### config.mk
export PLATFORM = sky130hd
export DESIGN_NAME = rotate_tile_sched
export DESIGN_NICKNAME = d
export VERILOG_FILES = /design/src/rtl/rotate_tile_sched.sv
export SDC_FILE = /design/constraint.sdc
export NUM_CORES = 1
export LEC_CHECK = 0
export CAP_MARGIN = 5
export CORE_MARGIN = 2
export CORE_UTILIZATION = 42
export DETAILED_ROUTE_END_ITERATION = 16
export PLACE_DENSITY = 0.65
export SYNTH_ARGS = -nofsm -noshare
export SYNTH_HDL_FRONTEND = slang
export SYNTH_SLANG_ARGS = --single-unit
### constraint.sdc
create_clock -name I_HCLK -period 3.25 [get_ports I_HCLK]
set_clock_uncertainty 0.1 [all_clocks]
set_input_delay 0.65 -clock I_HCLK [delete_from_list [all_inputs] [get_ports I_HCLK]]
set_output_delay 0.65 -clock I_HCLK [all_outputs]
set_load 0.01 [all_outputs]
### src/rtl/rotate_tile_sched.sv
// Job sequencer for the image-rotate engine: validates a job, then walks 8x8 tiles in raster order,
// issuing one READ phase and one WRITE phase of DMA beats per tile.
module rotate_tile_sched #(
    parameter int unsigned BEATS_PER_PHASE = 64,
    parameter int unsigned MAX_HEIGHT      = 32767,
    parameter int unsigned MAX_WIDTH       = 16383
) (
    input  logic        I_HCLK,
    input  logic        I_HRESET_N,
    input  logic        I_START,
    input  logic        I_ABORT,
    input  logic [14:0] I_HEIGHT,
    input  logic [13:0] I_WIDTH,
    input  logic        I_DIRECTION,
    input  logic [2:0]  I_DEGREES,
    input  logic        I_DMA_READY,
    input  logic        I_DMA_ERROR,
    output logic        O_DMA_REQ,
    output logic        O_WRITE,
    output logic [5:0]  O_BEAT,
    output logic [10:0] O_TILE_X,
    output logic [11:0] O_TILE_Y,
    output logic        O_DIR_L,
    output logic [1:0]  O_DEG_L,
    output logic        O_BUSY,
    output logic        O_DONE,
    output logic        O_ERR,
    output logic [1:0]  O_ERR_CODE,
    output logic [2:0]  O_DBG_STATE
);

    // DMA handshake: O_DMA_REQ is the valid. A beat transfers on a cycle with O_DMA_REQ && I_DMA_READY
    // && !I_DMA_ERROR; until then REQ, O_WRITE, O_BEAT and the tile position are held stable.
    typedef enum logic [2:0] {
        S_IDLE  = 3'd0,
        S_CHECK = 3'd1,
        S_READ  = 3'd2,
        S_WRITE = 3'd3,
        S_NEXT  = 3'd4,
        S_DONE  = 3'd5,
        S_ERR   = 3'd6
    } state_t;

    localparam logic [5:0]  LAST_BEAT = 6'(BEATS_PER_PHASE - 1);
    localparam logic [14:0] MAX_H     = 15'(MAX_HEIGHT);
    localparam logic [13:0] MAX_W     = 14'(MAX_WIDTH);

    state_t      state_q, state_d;
    logic [14:0] h_q, h_d;
    logic [13:0] w_q, w_d;
    logic [2:0]  deg_q, deg_d;
    logic        dir_q, dir_d;
    logic [11:0] tx_q, tx_d;
    logic [12:0] ty_q, ty_d;
    logic [5:0]  beat_q, beat_d;
    logic [10:0] x_q, x_d;
    logic [11:0] y_q, y_d;
    logic [1:0]  code_q, code_d;
    logic        req_q, req_d;
    logic        wr_q, wr_d;
    logic        busy_q, busy_d;
    logic        done_q, done_d;
    logic        err_q, err_d;
    logic        last_x, last_y, bad_dim;

    always_comb begin
        state_d = state_q;
        h_d     = h_q;
        w_d     = w_q;
        deg_d   = deg_q;
        dir_d   = dir_q;
        tx_d    = tx_q;
        ty_d    = ty_q;
        beat_d  = beat_q;
        x_d     = x_q;
        y_d     = y_q;
        code_d  = code_q;
        last_x  = ({1'b0, x_q} == (tx_q - 12'd1));
        last_y  = ({1'b0, y_q} == (ty_q - 13'd1));
        bad_dim = (h_q == 15'd0) || (w_q == 14'd0) || (h_q > MAX_H) || (w_q > MAX_W);

        case (state_q)
            S_IDLE: begin
                if (I_START && !I_ABORT) begin
                    h_d     = I_HEIGHT;
                    w_d     = I_WIDTH;
                    deg_d   = I_DEGREES;
                    dir_d   = I_DIRECTION;
                    code_d  = 2'b00;
                    x_d     = '0;
                    y_d     = '0;
                    beat_d  = '0;
                    state_d = S_CHECK;
                end
            end
            S_CHECK: begin
                // Widened by one bit so W/H near the maximum cannot wrap before the shift.
                tx_d = 12'(({1'b0, w_q} + 15'd7) >> 3);
                ty_d = 13'(({1'b0, h_q} + 16'd7) >> 3);
                if (bad_dim) begin
                    code_d  = 2'b01;
                    state_d = S_ERR;
                end else if (deg_q > 3'd3) begin
                    code_d  = 2'b10;
                    state_d = S_ERR;
                end else begin
                    state_d = S_READ;
                end
            end
            S_READ, S_WRITE: begin
                if (I_DMA_ERROR) begin
                    code_d  = 2'b11;
                    state_d = S_ERR;
                end else if (I_DMA_READY) begin
                    if (beat_q == LAST_BEAT) begin
                        beat_d  = '0;
                        state_d = (state_q == S_READ) ? S_WRITE : S_NEXT;
                    end else begin
                        beat_d = beat_q + 6'd1;
                    end
                end
            end
            S_NEXT: begin
                if (last_x && last_y) begin
                    state_d = S_DONE;
                end else begin
                    if (last_x) begin
                        x_d = '0;
                        y_d = y_q + 12'd1;
                    end else begin
                        x_d = x_q + 11'd1;
                    end
                    state_d = S_READ;
                end
            end
            S_DONE:  state_d = S_IDLE;
            S_ERR:   state_d = S_IDLE;
            default: state_d = S_IDLE;
        endcase

        // Abort wins over everything, including a DMA error in the same cycle.
        if (state_q != S_IDLE && I_ABORT) begin
            state_d = S_IDLE;
            code_d  = 2'b00;
        end

        req_d  = (state_d == S_READ) || (state_d == S_WRITE);
        wr_d   = (state_d == S_WRITE);
        busy_d = (state_d != S_IDLE);
        done_d = (state_d == S_DONE);
        err_d  = (state_d == S_ERR);
    end

    always_ff @(posedge I_HCLK or negedge I_HRESET_N) begin
        if (!I_HRESET_N) begin
            state_q <= S_IDLE;
            h_q     <= '0;
            w_q     <= '0;
            deg_q   <= '0;
            dir_q   <= 1'b0;
            tx_q    <= '0;
            ty_q    <= '0;
            beat_q  <= '0;
            x_q     <= '0;
            y_q     <= '0;
            code_q  <= '0;
            req_q   <= 1'b0;
            wr_q    <= 1'b0;
            busy_q  <= 1'b0;
            done_q  <= 1'b0;
            err_q   <= 1'b0;
        end else begin
            state_q <= state_d;
            h_q     <= h_d;
            w_q     <= w_d;
            deg_q   <= deg_d;
            dir_q   <= dir_d;
            tx_q    <= tx_d;
            ty_q    <= ty_d;
            beat_q  <= beat_d;
            x_q     <= x_d;
            y_q     <= y_d;
            code_q  <= code_d;
            req_q   <= req_d;
            wr_q    <= wr_d;
            busy_q  <= busy_d;
            done_q  <= done_d;
            err_q   <= err_d;
        end
    end

    assign O_DMA_REQ   = req_q;
    assign O_WRITE     = wr_q;
    assign O_BEAT      = beat_q;
    assign O_TILE_X    = x_q;
    assign O_TILE_Y    = y_q;
    assign O_DIR_L     = dir_q;
    assign O_DEG_L     = deg_q[1:0];
    assign O_BUSY      = busy_q;
    assign O_DONE      = done_q;
    assign O_ERR       = err_q;
    assign O_ERR_CODE  = code_q;
    assign O_DBG_STATE = state_q;

endmodule
==> results of run 1 <==
-- critical path, cell delays in order (launching register included) --
cell and delay [ns]:
dfrtp_1 0.42, inv_1 0.10, ha_1 0.21, or4b_4 0.52, or3_2 0.46, nand4_1 0.19, nor4_4 0.07, and2_0 0.22
buf_4 0.19, a21oi_1 0.27, o21ai_0 0.15
-- cell type report --
type                            count  share of cell area, %
Multi-Input combinational cell    531                  44.22
Sequential cell                    97                  34.64
Timing Repair Buffer               93                  13.14
Clock buffer                       11                  3.321
Tap cell                          176                  3.142
Inverter                           17                 0.9106
Clock inverter                      3                 0.6249
-- power by group through the flow --
| stage | clock network [uW] | logic (uW) | registers (uW) |
|---|---|---|---|
| after floorplan | 0 | 1770 | 2050 |
| after global placement | 0 | 2240 | 2220 |
| after CTS | 1060 | 2340 | 2230 |
| after detailed placement | 0 | 2320 | 2250 |
| final | 1030 | 2330 | 2240 |
| after global routing | 1110 | 2620 | 2320 |
-- metal layers --
metal  track usage (%)  wire, um  vias to the layer above
met4             8.190       301                        0
met1             27.13      6426                     2380
li1                  -         -                     2520
met3             2.820       700                       20
met5                 0         0                        -
met2             30.76      6255                      138
-- worst min path at each step --
stage | from | endpoint | cells past startpoint
floorplan | I_HRESET_N | O_BEAT[0] | 0
global placement | deg_q[0] | deg_q[0] | 2
detailed placement | w_q[0] | w_q[0] | 2
CTS | I_HRESET_N | O_DIR_L | 1
global route | I_HRESET_N | O_DIR_L | 1
finish | I_HRESET_N | O_DIR_L | 1
-- stage by stage --
step	setup slack [ns]	cell area (um2)	instances
after detailed placement	0.1136	6721	914
after global routing	0.01280	7008	928
after floorplan	0.5019	5779	684
after CTS	0.1006	6998	928
final	0.2228	7008	928
after global placement	0.2388	6721	914
-- cell usage in the layout, fill, tap and decap left out, types with 8 or more instances in the layout --
cell             Yosys  layout
xnor2_1             26      26
buf_4                5      12
nor4_1              11      11
nand2_1            167     167
o21ai_0             52      52
nand3_1             37      36
clkdlybuf4s50_1      0      79
dfrtp_1             97      97
or4_1                8       8
nor3_1              17      17
xor2_1              25      25
inv_1               17      17
and3_1               9       9
nand4_1             15      15
nor2b_1              8       8
clkbuf_16            0       9
a21oi_1             17      17
nor2_1              26      25
-- registers in the layout (all words and copies together) (netlist names) --
name         cells
O_DONE           1
O_WRITE          1
O_ERR_CODE       2
ty_q            13
deg_q            3
w_q             14
O_BEAT           6
O_BUSY           1
O_ERR            1
O_TILE_X        11
h_q             15
O_TILE_Y        12
O_DMA_REQ        1
O_DBG_STATE      3
tx_q            12
O_DIR_L          1
-- kinds of logic (layout without fill, tap and decap cells) --
group / count (synthesis) / count (layout) / synth area share [%]
and+or+nand+nor: 348 / 348 / 30.01
AOI/OAI and AO/OA: 119 / 119 / 13.08
DFF: 97 / 97 / 42.00
buffers and inverters: 56 / 124 / 4.676
xor gates and xnor gates: 51 / 51 / 7.729
muxes: 8 / 8 / 1.429
adders and majority gates: 5 / 5 / 1.082
-- what timing repair did --
action / 4_1_cts / 5_1_grt
endpoints found under the setup margin: 0 / 5
hold buffers: 0 / 0
endpoints found under the hold margin: 0 / 0
gates resized for setup: 0 / 2
==> impl_metrics.env, run 1 <==
export IMPL_outcome="finished clean"
export IMPL_synth_avg_cell_area_um2=8.449
export IMPL_synth_distinct_cells=66
export IMPL_netlist_area_um2=5779
export IMPL_grtUsageTotal_pct=19.59
export IMPL_synth_most_common_cell="nand2_1"
export IMPL_drive_gt1_share_pct=6.782
export IMPL_total_power_uw=5588
export IMPL_ff2ff_setup_slack_ns=0.22
export IMPL_grt_max_degree=54
export IMPL_boundaryPins=81
export IMPL_end_kind="flop"
export IMPL_p_sw_share_pct=40.82
export IMPL_setup_viol=0
export IMPL_postRouteAntennaNets=0
export IMPL_crit_end="O_TILE_X[6]"
export IMPL_grt_overflow_total=0
export IMPL_pwr_share_clk_pct=18.3
export IMPL_rr_startpoint="tx_q[0]"
export IMPL_die_area_um2=14710
export IMPL_cellPowerDensity_nw_per_um2=797.3
export IMPL_regArea_um2=2427
export IMPL_antenna_cells=0
export IMPL_synth_seq_cells=97
export IMPL_ys_flop_type="dfrtp_1"
export IMPL_clock_sinks=97
export IMPL_fin_util_pct=52.50
export IMPL_routed_via_density=5.450
export IMPL_crit_fanout=12
export IMPL_max_clock_freq_mhz=330.3
export IMPL_cts_root_buffer="clkbuf_16"
export IMPL_internal_power_uw=3307
export IMPL_portBuffers=80
export IMPL_area_growth_pct=21.26
export IMPL_cts_tree="done"
export IMPL_grt_pass1_vias=4758
export IMPL_hold_viol_final=0
export IMPL_finalSetupTns_ns=0
export IMPL_yosys_top_cells_area="dfrtp_1 42%, nand2_1 11%, o21ai_0 4.5%"
export IMPL_fillCellCount=1302
export IMPL_clk_pin_slew_ns=0.06
export IMPL_p_leak_uw=0.002893
export IMPL_worstPathRequired_ns=3.37
export IMPL_grt_pass1_wl_um=22880
export IMPL_dieHeight_um=121.3
export IMPL_wire_per_inst_um=14.74
export IMPL_rr_endpoint="O_TILE_X[6]"
export IMPL_fp_dieW_um=121.3
export IMPL_maxCapViolCount=0
export IMPL_htree_levels=3
export IMPL_rows=42
export IMPL_fin_nets=793
export IMPL_dr_pass1_iters=5
export IMPL_synthTopCellsByCount="167 x nand2_1, 97 x dfrtp_1, 52 x o21ai_0"
export IMPL_clk_latency_ns=0.35
export IMPL_fin_hold_ws_ns=0.2028
export IMPL_synth_edf_count=0
export IMPL_drc=0
export IMPL_drt_iter0_markers=403
export IMPL_vias=5058
export IMPL_wl_um=13680
export IMPL_yosysTopAreaCell="dfrtp_1"
export IMPL_crit_type="reg -> reg"
export IMPL_tightest_slew_ns=1.074
export IMPL_comb_power_share_pct=41.6
export IMPL_antenna_found_initial=0
export IMPL_period_share_pct=93.14
export IMPL_cts_buffers=9
export IMPL_start_util_pct=43.30
export IMPL_startpoint="tx_q[0]"
export IMPL_relSlewSlack_pct=28.21
export IMPL_ys_seq_area_share_pct=42.00
export IMPL_gp_congestion=0.8827
export IMPL_r2r_cells=10
export IMPL_multi_input_area_um2=3099
export IMPL_fin_crit_ns=3.027
export IMPL_yosys_area_top_type_share_pct=42.00
export IMPL_cts_buffer_depth=2
export IMPL_hp_class="in -> async"
export IMPL_switching_power_uw=2281
export IMPL_core_um2=13350
export IMPL_yosys_warnings=0
export IMPL_synthCells=684
export IMPL_ir_drop_v=0.0003567
export IMPL_crit_path_start_kind="flop"
export IMPL_cp_arrival_ns=3.14
export IMPL_rsz0062_at_grt="no"
export IMPL_cts_setup_buffers=0
export IMPL_seqPwrFrac_pct=40.0
export IMPL_syn_nets=728
export IMPL_dp_hpwl_um=10110
export IMPL_slew_violations=0
export IMPL_async_reset_ff_share_pct=100.0
No activity file was read; power rests on OpenSTA's default activity.
==> inputs of run 2 (changes only) <==
GPL_TIMING_DRIVEN = 1   (was default)
SETUP_SLACK_MARGIN = 0.05   (was default)
==> run 2 against run 1 <==
Against the previous run: critical path depth is the same; sequential power hardly changed; via count rose by 0.26%; worst setup slack got worse by 0.00068 ns; global-route usage is the same; register-to-register slack is essentially flat; first-iteration DRC count up 11%; final cell count unchanged; largest cell class unchanged.
==> impl_metrics.env, run 2 (synthesis gave the netlist of run 1 again) <==
export IMPL_dpl_cell_area_um2=6721
export IMPL_mostFrequentLayoutCell="nand2_1"
export IMPL_hp_class="in -> async"
export IMPL_rr_endpoint="O_TILE_X[6]"
export IMPL_start_util_pct=43.30
export IMPL_worstPathRequired_ns=3.37
export IMPL_boundaryPins=81
export IMPL_comb_power_share_pct=41.7
export IMPL_fin_area_um2=7017
export IMPL_hold_viol_final=0
export IMPL_maxCapViolCount=0
export IMPL_crit_fanout=12
export IMPL_drive_gt1_share_pct=6.782
export IMPL_grt_max_degree=54
export IMPL_wl_um=13660
export IMPL_period_share_pct=93.17
export IMPL_routed_via_density=5.464
export IMPL_fin_util_pct=52.57
export IMPL_largest_reg_flops=15
export IMPL_finalSetupTns_ns=0
export IMPL_end_kind="flop"
export IMPL_grtUsageTotal_pct=19.59
export IMPL_cellPowerDensity_nw_per_um2=798.3
export IMPL_seqPwrFrac_pct=40.0
export IMPL_switching_power_uw=2287
export IMPL_outcome="finished clean"
export IMPL_dieHeight_um=121.3
export IMPL_clk_pin_slew_ns=0.06
export IMPL_die_area_um2=14710
export IMPL_fin_crit_ns=3.028
export IMPL_cts_buffers=9
export IMPL_setup_viol=0
export IMPL_wire_per_inst_um=14.72
export IMPL_grt_pass1_vias=4758
export IMPL_rsz0062_at_grt="no"
export IMPL_postRouteAntennaNets=0
export IMPL_gp_congestion=0.8827
export IMPL_r2r_cells=10
export IMPL_crit_path_start_kind="flop"
export IMPL_slew_violations=0
export IMPL_drt_iter0_markers=449
export IMPL_p_leak_uw=0.002898
export IMPL_p_sw_share_pct=40.83
export IMPL_mostFrequentLayoutCells="167 x nand2_1, 97 x dfrtp_1, 79 x clkdlybuf4s50_1"
export IMPL_cts_root_buffer="clkbuf_16"
export IMPL_drc=0
export IMPL_dp_hpwl_um=10110
export IMPL_cts_tree="done"
export IMPL_antenna_found_initial=0
export IMPL_fp_dieW_um=121.3
export IMPL_ff2ff_setup_slack_ns=0.22
export IMPL_area_growth_pct=21.41
export IMPL_core_um2=13350
export IMPL_grt_overflow_total=0
export IMPL_pwr_share_clk_pct=18.3
export IMPL_portBuffers=80
export IMPL_max_clock_freq_mhz=330.3
export IMPL_internal_power_uw=3314
export IMPL_antenna_cells=0
export IMPL_ir_drop_v=0.0003568
export IMPL_crit_type="reg -> reg"
export IMPL_grt_pass1_wl_um=22880
export IMPL_reg_top3="h_q x15, w_q x14, ty_q x13"
export IMPL_vias=5071
export IMPL_cts_setup_buffers=0
export IMPL_htree_levels=3
export IMPL_rows=42
export IMPL_cts_buffer_depth=2
export IMPL_clock_sinks=97
export IMPL_top_register="h_q"
export IMPL_rr_startpoint="tx_q[0]"
export IMPL_clk_latency_ns=0.35
export IMPL_tightest_slew_ns=1.078
export IMPL_cp_arrival_ns=3.14
export IMPL_fillCellCount=1302
export IMPL_fin_nets=793
export IMPL_relSlewSlack_pct=27.96
export IMPL_total_power_uw=5601
export IMPL_dr_pass1_iters=5
-- run 2: worst max-delay path, cell delays in order (launching register included) --
cell and delay, ns:
dfrtp_1 0.42, inv_1 0.09, ha_1 0.21, or4b_4 0.52
or3_2 0.46, nand4_1 0.18, nor4_4 0.07, and2_0 0.22
buf_4 0.19, a21oi_1 0.27, o21ai_0 0.15
-- run 2: worst max path at each step --
| stage | start | endpoint | slack (ns) | cells after the start |
|---|---|---|---|---|
| after floorplan | tx_q[0] | O_TILE_Y[9] | 0.50 | 9 |
| after global placement | tx_q[0] | O_TILE_Y[8] | 0.24 | 9 |
| after detailed placement | tx_q[0] | O_TILE_Y[8] | 0.11 | 9 |
| after CTS | tx_q[0] | O_TILE_Y[8] | 0.10 | 9 |
| after global routing | tx_q[0] | O_TILE_Y[8] | 0.05 | 9 |
| final | tx_q[0] | O_TILE_X[6] | 0.22 | 10 |
-- run 2: metrics by stage --
| step | setup slack (ns) | std cells | hold WS, ns |
|---|---|---|---|
| final | 0.2221 | 928 | 0.2037 |
| after global routing | 0.05388 | 928 | 0.2498 |
| after CTS | 0.1006 | 928 | 0.2174 |
| after detailed placement | 0.1136 | 914 | 0.3679 |
| after global placement | 0.2388 | 914 | 0.3612 |
| after floorplan | 0.5019 | 684 | 0.2544 |
-- run 2: per-layer routing --
metal / GRT usage (%) / part of all wire (%) / up-vias / routed length [um]
met3: 2.820 / 5.0 / 20 / 686
met5: 0 / 0 / - / 0
met1: 27.13 / 47 / 2395 / 6414
li1: - / - / 2518 / -
met2: 30.76 / 46 / 138 / 6260
met4: 8.190 / 2.2 / 0 / 301
-- run 2: layout make-up --
class / count / area [um2] / share of cell area (%)
tap: 176 / 220.2 / 3.138
sequential: 97 / 2427 / 34.59
clock buffer: 11 / 232.7 / 3.317
multi-input combinational: 531 / 3108 / 44.29
clock inverter: 3 / 43.79 / 0.6241
timing repair buffer: 93 / 920.9 / 13.12
inverter: 17 / 63.81 / 0.9094
-- run 2: timing repair --
item,CTS,global route
endpoints found under the setup margin,0,14
resized for setup,0,3
hold buffers,0,0
-- run 2: power by group through the flow --
stage / clock network [uW] / logic, uW / registers (uW)
detailed placement: 0 / 2320 / 2250
global placement: 0 / 2240 / 2220
CTS: 1060 / 2340 / 2230
floorplan: 0 / 1770 / 2050
finish: 1020 / 2340 / 2240
global route: 1110 / 2630 / 2330
